### src/rtl/keypad_pkg.sv
// rtl/keypad_pkg.sv - shared types and helpers for the keypad scanner
// Purpose: FSM state enum, frame-class enum and the key-code width helper
//          used by keypad_scan_fifo and its testbench.
// Ports:   none (package).
package keypad_pkg;

    typedef enum logic [1:0] {
        IDLE     = 2'd0,
        PRESS_DB = 2'd1,
        HELD     = 2'd2,
        REL_DB   = 2'd3
    } key_state_t;

    typedef enum logic [1:0] {
        NONE  = 2'd0,
        KEY   = 2'd1,
        MULTI = 2'd2
    } frame_class_t;

    // Width of a key code row_idx*cols + col_idx; never narrower than 1 bit.
    function automatic int code_w(input int rows, input int cols);
        return (rows * cols > 1) ? $clog2(rows * cols) : 1;
    endfunction

endpackage

### src/rtl/keypad_event_fifo.sv
// rtl/keypad_event_fifo.sv - synchronous key-event FIFO
// Purpose: single-clock FIFO holding debounced key codes.
//          A push while full is accepted only if a pop happens in the same cycle.
//          dout reads 0 while empty.
// Ports:
//   clk, rst   clock and synchronous active-high reset
//   push, din  write request and data
//   full       no free entry
//   pop        read request; only acts while valid
//   valid      head entry present
//   dout       head entry, 0 when empty
module keypad_event_fifo #(
    parameter int WIDTH = 4,
    parameter int DEPTH = 4
) (
    input  logic             clk,
    input  logic             rst,
    input  logic             push,
    input  logic [WIDTH-1:0] din,
    output logic             full,
    input  logic             pop,
    output logic             valid,
    output logic [WIDTH-1:0] dout
);

    localparam int AW = $clog2(DEPTH);

    logic [WIDTH-1:0] mem [DEPTH];
    logic [AW-1:0]    wr_ptr;
    logic [AW-1:0]    rd_ptr;
    logic [AW:0]      count;
    logic             do_push;
    logic             do_pop;

    assign valid   = (count != '0);
    assign full    = (count == (AW+1)'(DEPTH));
    assign do_pop  = pop && valid;
    // A pop in the same cycle frees the slot the push needs.
    assign do_push = push && (!full || do_pop);
    assign dout    = valid ? mem[rd_ptr] : '0;

    always_ff @(posedge clk) begin
        if (rst) begin
            wr_ptr <= '0;
            rd_ptr <= '0;
            count  <= '0;
        end else begin
            if (do_push) wr_ptr <= wr_ptr + 1'b1;
            if (do_pop)  rd_ptr <= rd_ptr + 1'b1;
            case ({do_push, do_pop})
                2'b10:   count <= count + 1'b1;
                2'b01:   count <= count - 1'b1;
                default: count <= count;
            endcase
        end
    end

    always_ff @(posedge clk) begin
        if (do_push) mem[wr_ptr] <= din;
    end

endmodule

### src/rtl/keypad_scan_fifo.sv
// rtl/keypad_scan_fifo.sv - row-scan keypad front end with debounced event FIFO
// Purpose: drives one-hot rows, samples columns at the end of each row slot,
//          classifies each full frame (none / one key / several keys), debounces
//          press and release, and queues one key code per press.
//          Optional macro KEYPAD_REPEAT_EN adds auto-repeat while a key is held.
// Ports:
//   clk        system clock
//   rst        synchronous active-high reset
//   col_in     column sense, 1 = key closed on the driven row
//   row_out    one-hot active-high row drive
//   key_valid  FIFO head holds a key event
//   key_code   head code = row_idx*COLS + col_idx
//   key_ready  consumer accepts the head when key_valid && key_ready
//   key_held   debounced key currently down
//   overflow   sticky, an event was dropped on a full FIFO
module keypad_scan_fifo
    import keypad_pkg::*;
#(
    parameter int ROWS        = 4,
    parameter int COLS        = 4,
    parameter int SCAN_DIV    = 50000,
    parameter int DEBOUNCE    = 4,
    parameter int FIFO_DEPTH  = 4,
    parameter int REPEAT_DLY  = 50,
    parameter int REPEAT_RATE = 10
) (
    input  logic                           clk,
    input  logic                           rst,
    input  logic [COLS-1:0]                col_in,
    output logic [ROWS-1:0]                row_out,
    output logic                           key_valid,
    output logic [code_w(ROWS, COLS)-1:0]  key_code,
    input  logic                           key_ready,
    output logic                           key_held,
    output logic                           overflow
);

    localparam int CW  = code_w(ROWS, COLS);
    localparam int NB  = ROWS * COLS;
    localparam int DW  = $clog2(SCAN_DIV);
    localparam int RW  = (ROWS > 1) ? $clog2(ROWS) : 1;
    localparam int DBW = $clog2(DEBOUNCE + 1);

    // ---------------- scan ----------------
    logic [DW-1:0] div_cnt;
    logic [RW-1:0] row_idx;
    logic [NB-1:0] frame;
    logic          frame_tick;
    logic          slot_end;

    assign slot_end = (div_cnt == DW'(SCAN_DIV - 1));

    always_ff @(posedge clk) begin
        if (rst) begin
            div_cnt    <= '0;
            row_idx    <= '0;
            frame      <= '0;
            frame_tick <= 1'b0;
        end else begin
            // Registered so the FSM sees the snapshot with the last row already stored.
            frame_tick <= slot_end && (row_idx == RW'(ROWS - 1));
            if (slot_end) begin
                div_cnt                       <= '0;
                frame[row_idx*COLS +: COLS]   <= col_in;
                row_idx <= (row_idx == RW'(ROWS - 1)) ? '0 : row_idx + 1'b1;
            end else begin
                div_cnt <= div_cnt + 1'b1;
            end
        end
    end

    always_comb begin
        row_out          = '0;
        row_out[row_idx] = 1'b1;
    end

    // ---------------- frame classification ----------------
    frame_class_t fclass;
    logic [CW-1:0] hit_code;
    logic          any_bit;
    logic          multi_bit;

    always_comb begin
        any_bit   = 1'b0;
        multi_bit = 1'b0;
        hit_code  = '0;
        for (int i = 0; i < NB; i++) begin
            if (frame[i]) begin
                if (any_bit) multi_bit = 1'b1;
                any_bit  = 1'b1;
                hit_code = CW'(i);
            end
        end
        if (multi_bit)    fclass = MULTI;
        else if (any_bit) fclass = KEY;
        else              fclass = NONE;
    end

    // ---------------- debounce FSM ----------------
    key_state_t     state, state_n;
    logic [CW-1:0]  cand, cand_n;
    logic [DBW-1:0] cnt, cnt_n;
    logic [DBW-1:0] cnt_inc;
    logic           db_done;
    logic           fsm_push;
    logic           rep_push;
    logic           push_key;

    assign cnt_inc = cnt + 1'b1;
    assign db_done = (cnt_inc >= DBW'(DEBOUNCE));

    always_ff @(posedge clk) begin
        if (rst) begin
            state <= IDLE;
            cand  <= '0;
            cnt   <= '0;
        end else begin
            state <= state_n;
            cand  <= cand_n;
            cnt   <= cnt_n;
        end
    end

    always_comb begin
        state_n  = state;
        cand_n   = cand;
        cnt_n    = cnt;
        fsm_push = 1'b0;
        if (frame_tick) begin
            case (state)
                IDLE: begin
                    if (fclass == KEY) begin
                        cand_n = hit_code;
                        cnt_n  = DBW'(1);
                        if (DEBOUNCE == 1) begin
                            fsm_push = 1'b1;
                            state_n  = HELD;
                        end else begin
                            state_n  = PRESS_DB;
                        end
                    end
                end
                PRESS_DB: begin
                    if (fclass == KEY && hit_code == cand) begin
                        cnt_n = cnt_inc;
                        if (db_done) begin
                            fsm_push = 1'b1;
                            state_n  = HELD;
                        end
                    end else if (fclass == KEY) begin
                        cand_n = hit_code;
                        cnt_n  = DBW'(1);
                    end else begin
                        state_n = IDLE;
                    end
                end
                HELD: begin
                    if (fclass == NONE) begin
                        cnt_n   = DBW'(1);
                        state_n = (DEBOUNCE == 1) ? IDLE : REL_DB;
                    end
                end
                REL_DB: begin
                    if (fclass == NONE) begin
                        cnt_n = cnt_inc;
                        if (db_done) state_n = IDLE;
                    end else begin
                        // A key or a ghost frame means the key never really left.
                        state_n = HELD;
                    end
                end
                default: state_n = IDLE;
            endcase
        end
    end

    assign key_held = (state == HELD) || (state == REL_DB);

`ifdef KEYPAD_REPEAT_EN
    localparam int RMAX = (REPEAT_DLY > REPEAT_RATE) ? REPEAT_DLY : REPEAT_RATE;
    localparam int REPW = $clog2(RMAX + 1);

    logic [REPW-1:0] rep_cnt;
    logic            rep_armed;
    logic            rep_step;
    logic            rep_hit;

    // Counts key-down frames in HELD; first target is the delay, then the rate.
    assign rep_step = frame_tick && (state == HELD) && (fclass != NONE);
    assign rep_hit  = ((rep_cnt + 1'b1) ==
                       (rep_armed ? REPW'(REPEAT_RATE) : REPW'(REPEAT_DLY)));
    assign rep_push = rep_step && rep_hit;

    always_ff @(posedge clk) begin
        if (rst) begin
            rep_cnt   <= '0;
            rep_armed <= 1'b0;
        end else if (frame_tick) begin
            if (state_n != HELD && state_n != REL_DB) begin
                rep_cnt   <= '0;
                rep_armed <= 1'b0;
            end else if (rep_step) begin
                if (rep_hit) begin
                    rep_cnt   <= '0;
                    rep_armed <= 1'b1;
                end else begin
                    rep_cnt   <= rep_cnt + 1'b1;
                end
            end
        end
    end
`else
    logic unused_repeat;
    assign unused_repeat = ^{REPEAT_DLY, REPEAT_RATE};
    assign rep_push      = 1'b0;
`endif

    assign push_key = fsm_push || rep_push;

    // ---------------- event FIFO ----------------
    logic fifo_full;
    logic pop;

    assign pop = key_valid && key_ready;

    keypad_event_fifo #(
        .WIDTH (CW),
        .DEPTH (FIFO_DEPTH)
    ) u_fifo (
        .clk   (clk),
        .rst   (rst),
        .push  (push_key),
        .din   (cand),
        .full  (fifo_full),
        .pop   (pop),
        .valid (key_valid),
        .dout  (key_code)
    );

    always_ff @(posedge clk) begin
        if (rst) begin
            overflow <= 1'b0;
        end else if (push_key && fifo_full && !pop) begin
            overflow <= 1'b1;
        end
    end

endmodule
### config.mk
export PLATFORM = sky130hd
export DESIGN_NAME = keypad_scan_fifo
export DESIGN_NICKNAME = d
export VERILOG_FILES = /design/src/rtl/keypad_pkg.sv /design/src/rtl/keypad_event_fifo.sv /design/src/rtl/keypad_scan_fifo.sv
export SDC_FILE = /design/constraint.sdc
export NUM_CORES = 1
export LEC_CHECK = 0
export CORE_ASPECT_RATIO = 0.8
export CORE_MARGIN = 2
export CORE_UTILIZATION = 61
export DETAILED_ROUTE_END_ITERATION = 12
export DONT_BUFFER_PORTS = 1
export HOLD_SLACK_MARGIN = 0.12
export PLACE_DENSITY = 0.75
export RECOVER_POWER = 25
export SKIP_LAST_GASP = 1
export SLEW_MARGIN = 0
export SYNTH_ARGS = -nofsm -noshare
export SYNTH_HDL_FRONTEND = slang
export SYNTH_SLANG_ARGS = --single-unit
### constraint.sdc
create_clock -name clk -period 4.9 [get_ports clk]
set_input_delay 0.98 -clock clk [delete_from_list [all_inputs] [get_ports clk]]
set_output_delay 0.98 -clock clk [all_outputs]
set_load 0.005 [all_outputs]
==> flow_summary.ini <==
[status]
status = completed

[setup_path]
worst_r2r_path_depth = 13
r2r_slack_ns = 1.23
endpoint_kind = flop
critical_path_depth = 13
cp_num_buf_inv = 2
worstPathArrival_ns = 3.96
crit_chain = or4_1 > a2111oi_0 > a21oi_1 > or4_4 > or2_2 > nor2_1 > inv_1 > ha_1 > inv_1 > fa_1 > xor2_1 > or3_1 > a21oi_1
cpMaxStageDelayCell = or4_1
critPathKind = flop to flop
crit_required_ns = 5.19
cp_max_fo = 8
crit_family = simple AND/OR/NAND/NOR gates
max_stage_delay_ns = 0.68
worstSetupStartpointType = flop

[synthesis]
synth.area.mux_share = 0.0420
yosysMostFrequentCell = dfxtp_1
synth_compound_area_frac = 0.140
ys_warn_count = 0
syn-num-nets = 427
synth_top_family_by_area = simple AND/OR/NAND/NOR gates
synthAdderAreaFrac = 0.0572
async_flop_share = 0
yosys.area_share.xor_xnor = 0.0410
ys_top_cells_by_area = dfxtp_1 (30%), edfxtp_1 (13%), ha_1 (5.2%)
synth_top_area_share = 0.298
ys_types = 58
ys_seq_elements = 70
synthFlopType = dfxtp_1
synth_edf_count = 16
syn_area_per_cell_um2 = 8.99
synthesis.area_mm2 = 0.00363
synthSimpleGateAreaFrac = 0.251
ys_seq_area_frac = 0.430
synth_top_area_cell = dfxtp_1
syn_inst = 404
synth_commonest_cells = dfxtp_1 (54), nor2_1 (44), nand2_1 (33), a21oi_1 (32), nand3_1 (28)

[routing]
wire_per_inst_um = 14.9
drc_errors = 0
dr.pass1.iters = 5
vias = 2858
drt_iter0_drc = 232
routed_wl_um = 7200
via_per_inst = 5.93
ant_nets = 0

[layout]
final_nets = 419
antenna_cells = 0
syn_to_final_growth_pct = 6.10
drive_above_1_share = 0.0898

[place]
hpwlAfterDp_um = 5200
gp_congestion = 0.910
pre_cts_ws_ns = 1.28
portBuffers = 0

[clock_tree]
cts_setup_buffers = 0
path_clk_slew_ns = 0.08
cts_buffers = 9
clk_latency_ns = 0.35
htree_levels = 3
cts_hold_buf = 0
cts_resized = 0
cts_tree = done
clock-sinks = 70
clockBufferDepth = 2
cts_root_buffer = clkbuf_8

[grt]
grt_pass1_vias = 2424
grt_max_degree = 40
grt_pass1_wl_um = 11800
antenna_found_initial = 0
track_usage = 0.229
grt-ovfl-total = 0

[timing]
final_hold_viol_count = 0
setup_tns_ns = 0
clock.fmax_mhz = 272
setup_viol = 0
min_period_ns = 3.67
finalCritPeriodShare = 0.749
worstMarginPinSlew_ns = 1.09
setup_ws_ns = 1.23
slew_viol_final = 0
hold_slack_ns = 0.452
rsz0062_at_grt = no
relSlewSlack = 0.269
skew_ns = 0.00861

[pwr]
vdd_drop_max_mv = 0.202
leakage_uw = 0.00132
cellPowerDensity_mw_per_mm2 = 276
power_uw = 1070

[floorplan]
die_h_um = 73.0
fp.dieW_um = 90.3
io_pins = 18
die-area_mm2 = 0.00659
rows = 25
initial_core_util = 0.625
core_area_mm2 = 0.00582

[run]
drv_cap = 0

[hold_path]
hold_depth = 1
hold_path.class = flop to flop
## state kept, by name (all words and copies together) (netlist names), 3 cells and up, named ones only
| signal | cells |
|---|---|
| u_fifo.count | 3 |
| cnt | 3 |
| cand | 4 |
| div_cnt | 16 |
| frame | 16 |
| u_fifo.mem | 16 |
## report_power, final
group / internal [uW] / leakage [uW] / switching [uW]
clock network: 237 / 0.0000993 / 229
logic: 4.25 / 0.000640 / 4.73
registers: 589 / 0.000584 / 2.03
total: 830 / 0.00132 / 235
## logic make-up after synthesis
logic type      after synthesis
fa+ha+maj                    16
flops                        70
mux                          10
buf+inv                      35
xor+xnor                     17
compound gates               80
simple gates                176
## per-layer routing
layer	vias to the layer above	track usage	part of all wire
met2	73	0.312	0.42
met5	-	0	0
met3	11	0.0620	0.058
met1	1339	0.352	0.51
met4	0	0.0667	0.013
li1	1435	-	-
## layout make-up
cell class                      instances  area (um^2)
Clock buffer                            9          124
Inverter                               16         60.1
Multi-Input combinational cell        299         1940
Tap cell                               81          101
Fill cell                             500         1960
Sequential cell                        70         1560
Clock inverter                          7         72.6
## metrics by stage
stage | std cells | util | instance area, um^2
after floorplan | 404 | - | 3630
after global placement | 466 | 0.629 | 3660
after detailed placement | 466 | 0.629 | 3660
after CTS | 482 | 0.663 | 3850
after global routing | 482 | 0.663 | 3850
final | 482 | 0.663 | 3850
## cell usage in the layout, fill, tap and decap left out, drive strengths merged, types with 11 or more instances in the layout
master  count
o21ai      18
dfxtp      54
nor2       44
ha         15
nand2      33
edfxtp     16
nand3      28
inv        18
and2       11
xor2       12
a21oi      32
## path summary, 6_finish.rpt
check / start / to
setup / recovery: frame[0] / u_fifo.count[2]
hold reg to reg: div_cnt[0] / div_cnt[0]
setup reg to reg: frame[0] / u_fifo.count[2]
hold / removal: div_cnt[0] / div_cnt[0]
Note: power is estimated with default switching activity, not from simulation.
